$ cat src/rtl/ysyx_23060236_mem_arbiter_if.sv
// AXI4-Lite-style link (ar/r/aw/w/b channels) between one master and one slave.
// IFU links leave the write channels idle.
interface ysyx_23060236_mem_arbiter_if;
  localparam int unsigned ADDR_W = 32;
  localparam int unsigned DATA_W = 32;
  localparam int unsigned STRB_W = DATA_W / 8;

  logic [ADDR_W-1:0] araddr;
  logic [2:0]        arsize;
  logic              arvalid;
  logic              arready;
  logic [DATA_W-1:0] rdata;
  logic [1:0]        rresp;
  logic              rvalid;
  logic              rready;
  logic [ADDR_W-1:0] awaddr;
  logic [2:0]        awsize;
  logic              awvalid;
  logic              awready;
  logic [DATA_W-1:0] wdata;
  logic [STRB_W-1:0] wstrb;
  logic              wvalid;
  logic              wready;
  logic [1:0]        bresp;
  logic              bvalid;
  logic              bready;

  modport master (
    output araddr, arsize, arvalid, rready,
    output awaddr, awsize, awvalid, wdata, wstrb, wvalid, bready,
    input  arready, rdata, rresp, rvalid,
    input  awready, wready, bresp, bvalid
  );

  modport slave (
    input  araddr, arsize, arvalid, rready,
    input  awaddr, awsize, awvalid, wdata, wstrb, wvalid, bready,
    output arready, rdata, rresp, rvalid,
    output awready, wready, bresp, bvalid
  );
endinterface

$ cat src/rtl/ysyx_23060236_mem_arbiter.sv
// Shares one memory port between the IFU (read-only) and the LSU (read/write).
// A grant is held for one whole transaction; a sticky watchdog flags transactions that never close.
module ysyx_23060236_mem_arbiter #(
  parameter bit          RR_EN       = 1'b1,
  parameter int unsigned HANG_CYCLES = 1024
) (
  input  logic                               clock,
  input  logic                               reset,
  ysyx_23060236_mem_arbiter_if.slave         ifu,
  ysyx_23060236_mem_arbiter_if.slave         lsu,
  ysyx_23060236_mem_arbiter_if.master        s,
  output logic                               hang_flag
);
  localparam int unsigned      CNT_W    = $clog2(HANG_CYCLES) + 1;
  localparam logic [CNT_W-1:0] CNT_MAX  = CNT_W'(HANG_CYCLES);
  localparam logic [2:0]       IFU_SIZE = 3'b010;

  typedef enum logic [1:0] {IDLE, IFU_RD, LSU_RD, LSU_WR} state_e;
  typedef enum logic {GNT_IFU, GNT_LSU} gnt_e;

  state_e           state_q, state_d;
  gnt_e             grant_last_q, grant_last_d;
  logic             ar_done_q, ar_done_d;
  logic             aw_done_q, aw_done_d;
  logic             w_done_q, w_done_d;
  logic [CNT_W-1:0] hang_cnt_q, hang_cnt_d;
  logic             hang_flag_q, hang_flag_d;

  // The IFU never writes and always fetches 32-bit words.
  logic unused_ifu_in;
  assign unused_ifu_in = ^{ifu.arsize, ifu.awaddr, ifu.awsize, ifu.awvalid,
                           ifu.wdata, ifu.wstrb, ifu.wvalid, ifu.bready};

  // State register
  always_ff @(posedge clock) begin
    if (!reset) begin
      state_q      <= IDLE;
      grant_last_q <= GNT_LSU;
      ar_done_q    <= 1'b0;
      aw_done_q    <= 1'b0;
      w_done_q     <= 1'b0;
      hang_cnt_q   <= '0;
      hang_flag_q  <= 1'b0;
    end else begin
      state_q      <= state_d;
      grant_last_q <= grant_last_d;
      ar_done_q    <= ar_done_d;
      aw_done_q    <= aw_done_d;
      w_done_q     <= w_done_d;
      hang_cnt_q   <= hang_cnt_d;
      hang_flag_q  <= hang_flag_d;
    end
  end

  assign hang_flag = hang_flag_q;

  // Grant selection and transaction close
  always_comb begin
    state_d      = state_q;
    grant_last_d = grant_last_q;
    unique case (state_q)
      IDLE: begin
        if (lsu.awvalid || lsu.wvalid) begin
          state_d = LSU_WR;
        end else if (lsu.arvalid && ifu.arvalid) begin
          state_d = (RR_EN && (grant_last_q == GNT_LSU)) ? IFU_RD : LSU_RD;
        end else if (lsu.arvalid) begin
          state_d = LSU_RD;
        end else if (ifu.arvalid) begin
          state_d = IFU_RD;
        end
      end
      IFU_RD: begin
        if (s.rvalid && s.rready) begin
          state_d      = IDLE;
          grant_last_d = GNT_IFU;
        end
      end
      LSU_RD: begin
        if (s.rvalid && s.rready) begin
          state_d      = IDLE;
          grant_last_d = GNT_LSU;
        end
      end
      LSU_WR: begin
        if (s.bvalid && s.bready) state_d = IDLE;
      end
      default: state_d = IDLE;
    endcase
  end

  // Address/data handshakes are remembered so a held valid cannot issue twice.
  always_comb begin
    ar_done_d = 1'b0;
    aw_done_d = 1'b0;
    w_done_d  = 1'b0;
    if (state_q != IDLE) begin
      ar_done_d = ar_done_q | (s.arvalid & s.arready);
      aw_done_d = aw_done_q | (s.awvalid & s.awready);
      w_done_d  = w_done_q  | (s.wvalid  & s.wready);
    end
  end

  // Watchdog: counts open-transaction cycles, saturates, flag is sticky until reset.
  always_comb begin
    hang_cnt_d = '0;
    if (state_q != IDLE) begin
      hang_cnt_d = (hang_cnt_q == CNT_MAX) ? hang_cnt_q : hang_cnt_q + CNT_W'(1);
    end
    hang_flag_d = hang_flag_q | (hang_cnt_d == CNT_MAX);
  end

  // Channel routing for the granted master; everything else is held quiet.
  always_comb begin
    s.araddr    = lsu.araddr;
    s.arsize    = lsu.arsize;
    s.arvalid   = 1'b0;
    s.rready    = 1'b0;
    s.awaddr    = lsu.awaddr;
    s.awsize    = lsu.awsize;
    s.awvalid   = 1'b0;
    s.wdata     = lsu.wdata;
    s.wstrb     = lsu.wstrb;
    s.wvalid    = 1'b0;
    s.bready    = 1'b0;

    ifu.arready = 1'b0;
    ifu.rdata   = s.rdata;
    ifu.rresp   = s.rresp;
    ifu.rvalid  = 1'b0;
    ifu.awready = 1'b0;
    ifu.wready  = 1'b0;
    ifu.bresp   = s.bresp;
    ifu.bvalid  = 1'b0;

    lsu.arready = 1'b0;
    lsu.rdata   = s.rdata;
    lsu.rresp   = s.rresp;
    lsu.rvalid  = 1'b0;
    lsu.awready = 1'b0;
    lsu.wready  = 1'b0;
    lsu.bresp   = s.bresp;
    lsu.bvalid  = 1'b0;

    unique case (state_q)
      IFU_RD: begin
        s.araddr    = ifu.araddr;
        s.arsize    = IFU_SIZE;
        s.arvalid   = ifu.arvalid & ~ar_done_q;
        ifu.arready = s.arready & ~ar_done_q;
        ifu.rvalid  = s.rvalid;
        s.rready    = ifu.rready;
      end
      LSU_RD: begin
        s.arvalid   = lsu.arvalid & ~ar_done_q;
        lsu.arready = s.arready & ~ar_done_q;
        lsu.rvalid  = s.rvalid;
        s.rready    = lsu.rready;
      end
      LSU_WR: begin
        s.awvalid   = lsu.awvalid & ~aw_done_q;
        lsu.awready = s.awready & ~aw_done_q;
        s.wvalid    = lsu.wvalid & ~w_done_q;
        lsu.wready  = s.wready & ~w_done_q;
        lsu.bvalid  = s.bvalid;
        s.bready    = lsu.bready;
      end
      default: ;
    endcase
  end
endmodule

$ cat src/flat_wrapper.sv
// flat-port wrapper written by rule: the top's interface ports become plain ports
module ysyx_23060236_mem_arbiter_flat 
#(
  parameter bit          RR_EN       = 1'b1,
  parameter int unsigned HANG_CYCLES = 1024
)
  (clock, reset, hang_flag, ifu_araddr, ifu_arsize, ifu_arvalid, ifu_rready, ifu_awaddr, ifu_awsize, ifu_awvalid, ifu_wdata, ifu_wstrb, ifu_wvalid, ifu_bready, ifu_arready, ifu_rdata, ifu_rresp, ifu_rvalid, ifu_awready, ifu_wready, ifu_bresp, ifu_bvalid, lsu_araddr, lsu_arsize, lsu_arvalid, lsu_rready, lsu_awaddr, lsu_awsize, lsu_awvalid, lsu_wdata, lsu_wstrb, lsu_wvalid, lsu_bready, lsu_arready, lsu_rdata, lsu_rresp, lsu_rvalid, lsu_awready, lsu_wready, lsu_bresp, lsu_bvalid, s_araddr, s_arsize, s_arvalid, s_rready, s_awaddr, s_awsize, s_awvalid, s_wdata, s_wstrb, s_wvalid, s_bready, s_arready, s_rdata, s_rresp, s_rvalid, s_awready, s_wready, s_bresp, s_bvalid);
  ysyx_23060236_mem_arbiter_if ifu_i ();
  ysyx_23060236_mem_arbiter_if lsu_i ();
  ysyx_23060236_mem_arbiter_if s_i ();
  input  logic clock;
  input  logic reset;
  output logic hang_flag;
  input wire logic [$bits(ifu_i.araddr)-1:0] ifu_araddr;
  input wire logic [$bits(ifu_i.arsize)-1:0] ifu_arsize;
  input wire logic [$bits(ifu_i.arvalid)-1:0] ifu_arvalid;
  input wire logic [$bits(ifu_i.rready)-1:0] ifu_rready;
  input wire logic [$bits(ifu_i.awaddr)-1:0] ifu_awaddr;
  input wire logic [$bits(ifu_i.awsize)-1:0] ifu_awsize;
  input wire logic [$bits(ifu_i.awvalid)-1:0] ifu_awvalid;
  input wire logic [$bits(ifu_i.wdata)-1:0] ifu_wdata;
  input wire logic [$bits(ifu_i.wstrb)-1:0] ifu_wstrb;
  input wire logic [$bits(ifu_i.wvalid)-1:0] ifu_wvalid;
  input wire logic [$bits(ifu_i.bready)-1:0] ifu_bready;
  output wire logic [$bits(ifu_i.arready)-1:0] ifu_arready;
  output wire logic [$bits(ifu_i.rdata)-1:0] ifu_rdata;
  output wire logic [$bits(ifu_i.rresp)-1:0] ifu_rresp;
  output wire logic [$bits(ifu_i.rvalid)-1:0] ifu_rvalid;
  output wire logic [$bits(ifu_i.awready)-1:0] ifu_awready;
  output wire logic [$bits(ifu_i.wready)-1:0] ifu_wready;
  output wire logic [$bits(ifu_i.bresp)-1:0] ifu_bresp;
  output wire logic [$bits(ifu_i.bvalid)-1:0] ifu_bvalid;
  input wire logic [$bits(lsu_i.araddr)-1:0] lsu_araddr;
  input wire logic [$bits(lsu_i.arsize)-1:0] lsu_arsize;
  input wire logic [$bits(lsu_i.arvalid)-1:0] lsu_arvalid;
  input wire logic [$bits(lsu_i.rready)-1:0] lsu_rready;
  input wire logic [$bits(lsu_i.awaddr)-1:0] lsu_awaddr;
  input wire logic [$bits(lsu_i.awsize)-1:0] lsu_awsize;
  input wire logic [$bits(lsu_i.awvalid)-1:0] lsu_awvalid;
  input wire logic [$bits(lsu_i.wdata)-1:0] lsu_wdata;
  input wire logic [$bits(lsu_i.wstrb)-1:0] lsu_wstrb;
  input wire logic [$bits(lsu_i.wvalid)-1:0] lsu_wvalid;
  input wire logic [$bits(lsu_i.bready)-1:0] lsu_bready;
  output wire logic [$bits(lsu_i.arready)-1:0] lsu_arready;
  output wire logic [$bits(lsu_i.rdata)-1:0] lsu_rdata;
  output wire logic [$bits(lsu_i.rresp)-1:0] lsu_rresp;
  output wire logic [$bits(lsu_i.rvalid)-1:0] lsu_rvalid;
  output wire logic [$bits(lsu_i.awready)-1:0] lsu_awready;
  output wire logic [$bits(lsu_i.wready)-1:0] lsu_wready;
  output wire logic [$bits(lsu_i.bresp)-1:0] lsu_bresp;
  output wire logic [$bits(lsu_i.bvalid)-1:0] lsu_bvalid;
  output wire logic [$bits(s_i.araddr)-1:0] s_araddr;
  output wire logic [$bits(s_i.arsize)-1:0] s_arsize;
  output wire logic [$bits(s_i.arvalid)-1:0] s_arvalid;
  output wire logic [$bits(s_i.rready)-1:0] s_rready;
  output wire logic [$bits(s_i.awaddr)-1:0] s_awaddr;
  output wire logic [$bits(s_i.awsize)-1:0] s_awsize;
  output wire logic [$bits(s_i.awvalid)-1:0] s_awvalid;
  output wire logic [$bits(s_i.wdata)-1:0] s_wdata;
  output wire logic [$bits(s_i.wstrb)-1:0] s_wstrb;
  output wire logic [$bits(s_i.wvalid)-1:0] s_wvalid;
  output wire logic [$bits(s_i.bready)-1:0] s_bready;
  input wire logic [$bits(s_i.arready)-1:0] s_arready;
  input wire logic [$bits(s_i.rdata)-1:0] s_rdata;
  input wire logic [$bits(s_i.rresp)-1:0] s_rresp;
  input wire logic [$bits(s_i.rvalid)-1:0] s_rvalid;
  input wire logic [$bits(s_i.awready)-1:0] s_awready;
  input wire logic [$bits(s_i.wready)-1:0] s_wready;
  input wire logic [$bits(s_i.bresp)-1:0] s_bresp;
  input wire logic [$bits(s_i.bvalid)-1:0] s_bvalid;
  assign ifu_i.araddr = ifu_araddr;
  assign ifu_i.arsize = ifu_arsize;
  assign ifu_i.arvalid = ifu_arvalid;
  assign ifu_i.rready = ifu_rready;
  assign ifu_i.awaddr = ifu_awaddr;
  assign ifu_i.awsize = ifu_awsize;
  assign ifu_i.awvalid = ifu_awvalid;
  assign ifu_i.wdata = ifu_wdata;
  assign ifu_i.wstrb = ifu_wstrb;
  assign ifu_i.wvalid = ifu_wvalid;
  assign ifu_i.bready = ifu_bready;
  assign ifu_arready = ifu_i.arready;
  assign ifu_rdata = ifu_i.rdata;
  assign ifu_rresp = ifu_i.rresp;
  assign ifu_rvalid = ifu_i.rvalid;
  assign ifu_awready = ifu_i.awready;
  assign ifu_wready = ifu_i.wready;
  assign ifu_bresp = ifu_i.bresp;
  assign ifu_bvalid = ifu_i.bvalid;
  assign lsu_i.araddr = lsu_araddr;
  assign lsu_i.arsize = lsu_arsize;
  assign lsu_i.arvalid = lsu_arvalid;
  assign lsu_i.rready = lsu_rready;
  assign lsu_i.awaddr = lsu_awaddr;
  assign lsu_i.awsize = lsu_awsize;
  assign lsu_i.awvalid = lsu_awvalid;
  assign lsu_i.wdata = lsu_wdata;
  assign lsu_i.wstrb = lsu_wstrb;
  assign lsu_i.wvalid = lsu_wvalid;
  assign lsu_i.bready = lsu_bready;
  assign lsu_arready = lsu_i.arready;
  assign lsu_rdata = lsu_i.rdata;
  assign lsu_rresp = lsu_i.rresp;
  assign lsu_rvalid = lsu_i.rvalid;
  assign lsu_awready = lsu_i.awready;
  assign lsu_wready = lsu_i.wready;
  assign lsu_bresp = lsu_i.bresp;
  assign lsu_bvalid = lsu_i.bvalid;
  assign s_araddr = s_i.araddr;
  assign s_arsize = s_i.arsize;
  assign s_arvalid = s_i.arvalid;
  assign s_rready = s_i.rready;
  assign s_awaddr = s_i.awaddr;
  assign s_awsize = s_i.awsize;
  assign s_awvalid = s_i.awvalid;
  assign s_wdata = s_i.wdata;
  assign s_wstrb = s_i.wstrb;
  assign s_wvalid = s_i.wvalid;
  assign s_bready = s_i.bready;
  assign s_i.arready = s_arready;
  assign s_i.rdata = s_rdata;
  assign s_i.rresp = s_rresp;
  assign s_i.rvalid = s_rvalid;
  assign s_i.awready = s_awready;
  assign s_i.wready = s_wready;
  assign s_i.bresp = s_bresp;
  assign s_i.bvalid = s_bvalid;
  ysyx_23060236_mem_arbiter #(.RR_EN(RR_EN), .HANG_CYCLES(HANG_CYCLES)) u_core (.clock(clock), .reset(reset), .ifu(ifu_i), .lsu(lsu_i), .s(s_i), .hang_flag(hang_flag));
endmodule
$ cat config.mk
export PLATFORM = sky130hd
export DESIGN_NAME = ysyx_23060236_mem_arbiter_flat
export DESIGN_NICKNAME = d
export VERILOG_FILES = /design/src/rtl/ysyx_23060236_mem_arbiter_if.sv /design/src/rtl/ysyx_23060236_mem_arbiter.sv /design/src/flat_wrapper.sv
export SDC_FILE = /design/constraint.sdc
export NUM_CORES = 1
export LEC_CHECK = 0
export BUFFER_PORTS_ARGS = -buffer_cell sky130_fd_sc_hd__clkbuf_2
export CAP_MARGIN = 40
export CORE_AREA = 2 2 180 182
export DETAILED_ROUTE_END_ITERATION = 10
export DIE_AREA = 0 0 182 184
export SLEW_MARGIN = 20
export SYNTH_ARGS = -nofsm -noshare
export SYNTH_HDL_FRONTEND = slang
export SYNTH_SLANG_ARGS = --single-unit
$ cat constraint.sdc
create_clock -name clock -period 2.08 [get_ports clock]
set_clock_uncertainty 0.05 [all_clocks]
set_input_delay 0.312 -clock clock [delete_from_list [all_inputs] [get_ports clock]]
set_output_delay 0.312 -clock clock [all_outputs]
set_load 0.01 [all_outputs]
### After elaboration in Yosys (flattened, before gate mapping)

Cells that the tools add are included.

* register bits after elaboration: 18
* latch bits: 0
* memory bits (writable): 0
* bits in read-only memories: 0
* output and inout bits: 194
* logic and storage cells: 73
* memories: 0

* $add $sub $neg: 1
* multiply operators: 0
* div/mod/pow operators: 0
* order comparisons: 0
* eq/ne operators: 10
* shifts and indexed selects: 0
* muxes and demuxes: 27
* bitwise logic cells: 17
* reduce and logical (&&, ||, !) cells: 11

Operator list (count)
* 32-bit two-way mux: 1
* 11-bit == test, second input constant: 2
* 11-bit two-way mux: 2
* 2-bit two-way mux: 7
* 1-bit two-way mux: 12
* 11-bit by 1-bit adder with 11-bit output, second input constant: 1
* 1-bit AND: 10
* 2-bit by 1-bit != test with 1-bit output, second input constant: 4
* 1-bit one-hot mux with 2 select lines: 3
* 2-bit one-hot mux with 3 select lines: 1
* 3-bit AND reduction: 2
* 5-bit by 3-bit != test with 1-bit output, second input constant: 1
* 2-bit == test, second input constant: 2
* 1-bit bitwise OR: 4
* 2-bit nonzero test: 2
* 1-bit logical AND: 3
* 3-bit two-way mux: 1
* 1-bit NOT: 3
* 2-bit by 1-bit == test with 1-bit output, second input constant: 1
* 2-bit logical NOT: 1
* 2-bit AND reduction: 1
* 2-bit OR reduction: 1
* 1-bit logical OR: 1

### Depth between registers and ports, before layout

* depth in word-level cells: 5
* depth in mapped cells: 7
* gate-level depth less buffers: 7

### Worst setup path before layout

OpenSTA, ideal clock, no wires.

* path kind: reg-to-output
* start: register u_core.state_q[1]
* end: output s_araddr[26]
* arrival: 1.620 ns
* data required time: 1.718 ns
* setup slack: 0.098 ns
* stages on the path, launching flop included: 6
* path buffers: 2
* path through: dfxtp_1 > inv_1 > ha_1 > buf_1 > clkbuf_1 > mux2_1

* word-level cells in the longest chain between the ends: 2

Ends and longest elaborated chain
* start: declaration: line ysyx_23060236_mem_arbiter.sv:21 `state_e state_q, state_d;`
* start signal: assignment: line ysyx_23060236_mem_arbiter.sv:45 `state_q <= state_d;`
* 2-bit by 1-bit == test with 1-bit output: line ysyx_23060236_mem_arbiter.sv:145 `unique case (state_q)`
* 32-bit two-way mux: line ysyx_23060236_mem_arbiter.sv:145
* end: declaration: line flat_wrapper.sv:52 `output wire logic [$bits(s_i.araddr)-1:0] s_araddr;`

Every way passes these cells.

### Worst setup path in the final report

* start: register u_core.state_q[0]
* end: output s_arvalid

* word-level cells in the longest chain between the ends: 2
* elaborated cells on any way between the ends: 3
* those cells by class: eq/ne (2); mux (1)

Ends and longest elaborated chain
* 2-bit == test / 2-bit by 1-bit == test with 1-bit output (equally long branches): line ysyx_23060236_mem_arbiter.sv:145
* 1-bit one-hot mux with 2 select lines (*): line ysyx_23060236_mem_arbiter.sv:145
* end: declaration: line flat_wrapper.sv:54 `output wire logic [$bits(s_i.arvalid)-1:0] s_arvalid;`

Mark *: on every way between the ends. The rest lies on a longest branch, timed or not.

==> results.py <==
metrics = {
    "pwr": {
        "p_clk_frac": 0.214,
        "comb_power_share": 0.572,
        "finalPower_uw": 2020,
        "netSwitchingPower_uw": 781,
        "seq_power_share": 0.214,
        "powerDensity_nw_per_um2": 693,
        "p_sw_frac": 0.386,
        "p_leak_uw": 0.00124,
        "vdd_drop_max_mv": 0.240,
        "power.internal_uw": 1240,
    },
    "job": {
        "maxCapViolCount": 0,
    },
    "timing": {
        "max_freq_ghz": 0.504,
        "fin_crit_sh": 0.953,
        "setup_ws_ns": 0.0977,
        "setup_violations": 0,
        "drv_slew": 0,
        "hold_viol_final": 0,
        "rsz0062_at_grt": "yes",
        "post-route-min-period_ns": 1.98,
    },
    "routing": {
        "dr.pass1.iters": 4,
        "vias": 1972,
        "routedWlPerCell_um": 13.0,
        "drt_iter0_drc": 67,
        "post-route-drc-count": 0,
        "wirelength_um": 9340,
        "ant_nets": 0,
        "via_per_inst": 2.75,
    },
    "yosys": {
        "netlist_area_um2": 2670,
        "ys_seq_area_frac": 0.135,
        "yosysTopAreaCellShare": 0.410,
        "synth.area.top_cells": "buf_4, dfxtp_1, mux2_1",
        "yosysTopAreaCell": "buf_4",
        "synth_cells": 327,
        "synthFlopType": "dfxtp_1",
        "yosys_warnings": 0,
        "avgSynthCellArea_um2": 8.17,
        "ys_types": 46,
        "synth_edf_count": 0,
        "synthArstFlopShare": 0,
        "synth_seq_cells": 18,
    },
    "die": {
        "num_rows": 65,
        "dieArea_um2": 33500,
        "die_height_um": 184,
        "die_w_um": 182,
        "ios": 459,
        "initial_utilization": 0.0851,
        "core_area_um2": 31400,
    },
    "clock_tree": {
        "h-tree-depth": 1,
        "clk_pin_slew_ns": 0.06,
        "cts_inserted_buffers": 3,
        "cts_root_buf": "clkbuf_16",
        "clockBufferDepth": 2,
        "cts.sinks": 18,
        "postCtsSetupRepairBufs": 0,
        "insertion_delay_ns": 0.25,
        "cts_hold_buf": 0,
        "cts_tree": "done",
    },
    "critical_path": {
        "critPathLaunchType": "flip-flop",
        "r2r_end": "u_core.state_q[1]",
        "path_max_fanout": 4,
        "arrival_ns": 1.62,
        "setup.worst_path.end_class": "primary output",
        "critPathKind": "flip-flop to primary output",
        "crit_required_ns": 1.72,
        "reg2reg_from": "u_core.state_q[1]",
        "r2r_cells": 6,
        "rrSetupSlack_ns": 0.11,
    },
    "min_path": {
        "hold_path_class": "input pin to flip-flop",
        "holdPathEnd": "u_core.grant_last_q",
        "min_path_cells": 2,
        "hp-start": "reset",
    },
    "place": {
        "post-place-ws_ns": 0.0545,
        "port_buffers": 128,
        "place_congestion": 0.746,
        "dp_hpwl_um": 7760,
    },
    "grt": {
        "gr-usage-all-layers": 0.0486,
        "antenna_found_initial": 1,
        "grt_pass1_vias": 1914,
        "overflow": 0,
        "grt_start_max_net_pins": 39,
        "grt_pass1_wl_um": 11900,
    },
    "finish": {
        "final_cell_mix": "clkbuf_2, mux2_1, nor2_1, dfxtp_1",
        "diodes": 0,
        "drive_gt1_frac": 0.497,
        "layout_commonest_cell": "clkbuf_2",
        "syn2layout_area_growth_pct": 9.23,
        "nNetsFinal": 589,
    },
    "status": {
        "status": "finished, final reports clean",
    },
}
==> final cells by class <==
type | instances | area, um^2
inverter | 9 | 33.8
tap | 402 | 503
fill | 3651 | 28500
clock buffer | 4 | 88.8
timing repair buffer | 139 | 753
multi-input combinational | 146 | 1170
sequential | 18 | 367
==> power by group through the flow <==
stage / sequential [uW] / combinational (uW) / clock, uW
after floorplan: 417 / 928 / 0
after global placement: 428 / 1080 / 0
after detailed placement: 430 / 1110 / 0
after CTS: 424 / 1120 / 456
after global routing: 442 / 1270 / 465
final: 433 / 1160 / 432
==> metal layers <==
| layer | GRT usage | vias to the layer above | share of wire |
|---|---|---|---|
| met4 | 0.0216 | 2 | 0.033 |
| met5 | 0 | - | 0.0013 |
| met1 | 0.0366 | 873 | 0.30 |
| met2 | 0.0895 | 152 | 0.48 |
| li1 | - | 906 | - |
| met3 | 0.0384 | 39 | 0.18 |
==> worst max-delay path by stage <==
stage	slack (ns)	from	to	cells after the start
finish	0.1	u_core.state_q[0]	s_arvalid	7
global route	-0.02	u_core.state_q[1]	u_core.state_q[1]	6
CTS	0.004	u_core.state_q[1]	s_araddr[13]	5
detailed placement	0.05	u_core.state_q[0]	u_core.state_q[1]	6
global placement	0.11	u_core.state_q[0]	u_core.state_q[1]	6
floorplan	0.1	u_core.state_q[1]	s_araddr[26]	5
==> synth_stat cells (all sizes together), types with 6 or more instances <==
master  number
a21oi        8
and3b        6
buf        154
dfxtp       18
ha           7
inv          9
mux2        33
nand2        8
nor2        16
xnor2        7
==> what timing repair did <==
item	CTS	global route
resized for setup	2	8
gates cloned	0	1
setup endpoints to repair	2	35
==> worst max-delay path, stage by stage (launching register included) <==
cell,delay (ns)
dfxtp_4,0.36
inv_1,0.10
ha_2,0.20
buf_4,0.16
mux2i_1,0.22
nor3b_2,0.06
buf_4,0.14
clkbuf_2,0.12
==> registers in the layout, indices dropped and copies added, names as in the netlist <==
register	flops
u_core.ar_done_q	1
u_core.aw_done_q	1
u_core.grant_last_q	1
u_core.w_done_q	1
u_core.hang_cnt_q	11
u_core.hang_flag	1
u_core.state_q	2
==> logic make-up after synthesis <==
| kind of cell | after synthesis | share of synthesized area |
|---|---|---|
| buf+inv | 165 | 0.440 |
| simple gates | 66 | 0.144 |
| mux | 34 | 0.143 |
| compound gates | 24 | 0.0651 |
| flops | 18 | 0.135 |
| xor+xnor | 12 | 0.0393 |
| fa+ha+maj | 7 | 0.0328 |
| other cells | 1 | 0.00140 |
==> through the flow <==
stage	TNS (ns)	hold slack (ns)	std cells	utilization	area [um^2]
floorplan	0	0.342	329	-	2680
global placement	0	0.405	713	0.0883	2770
detailed placement	0	0.413	713	0.0883	2770
CTS	0	0.267	717	0.0912	2860
global route	-0.0188	0.295	718	0.0929	2920
finish	0	0.277	718	0.0929	2920
No activity file was read; power rests on OpenSTA's default activity.
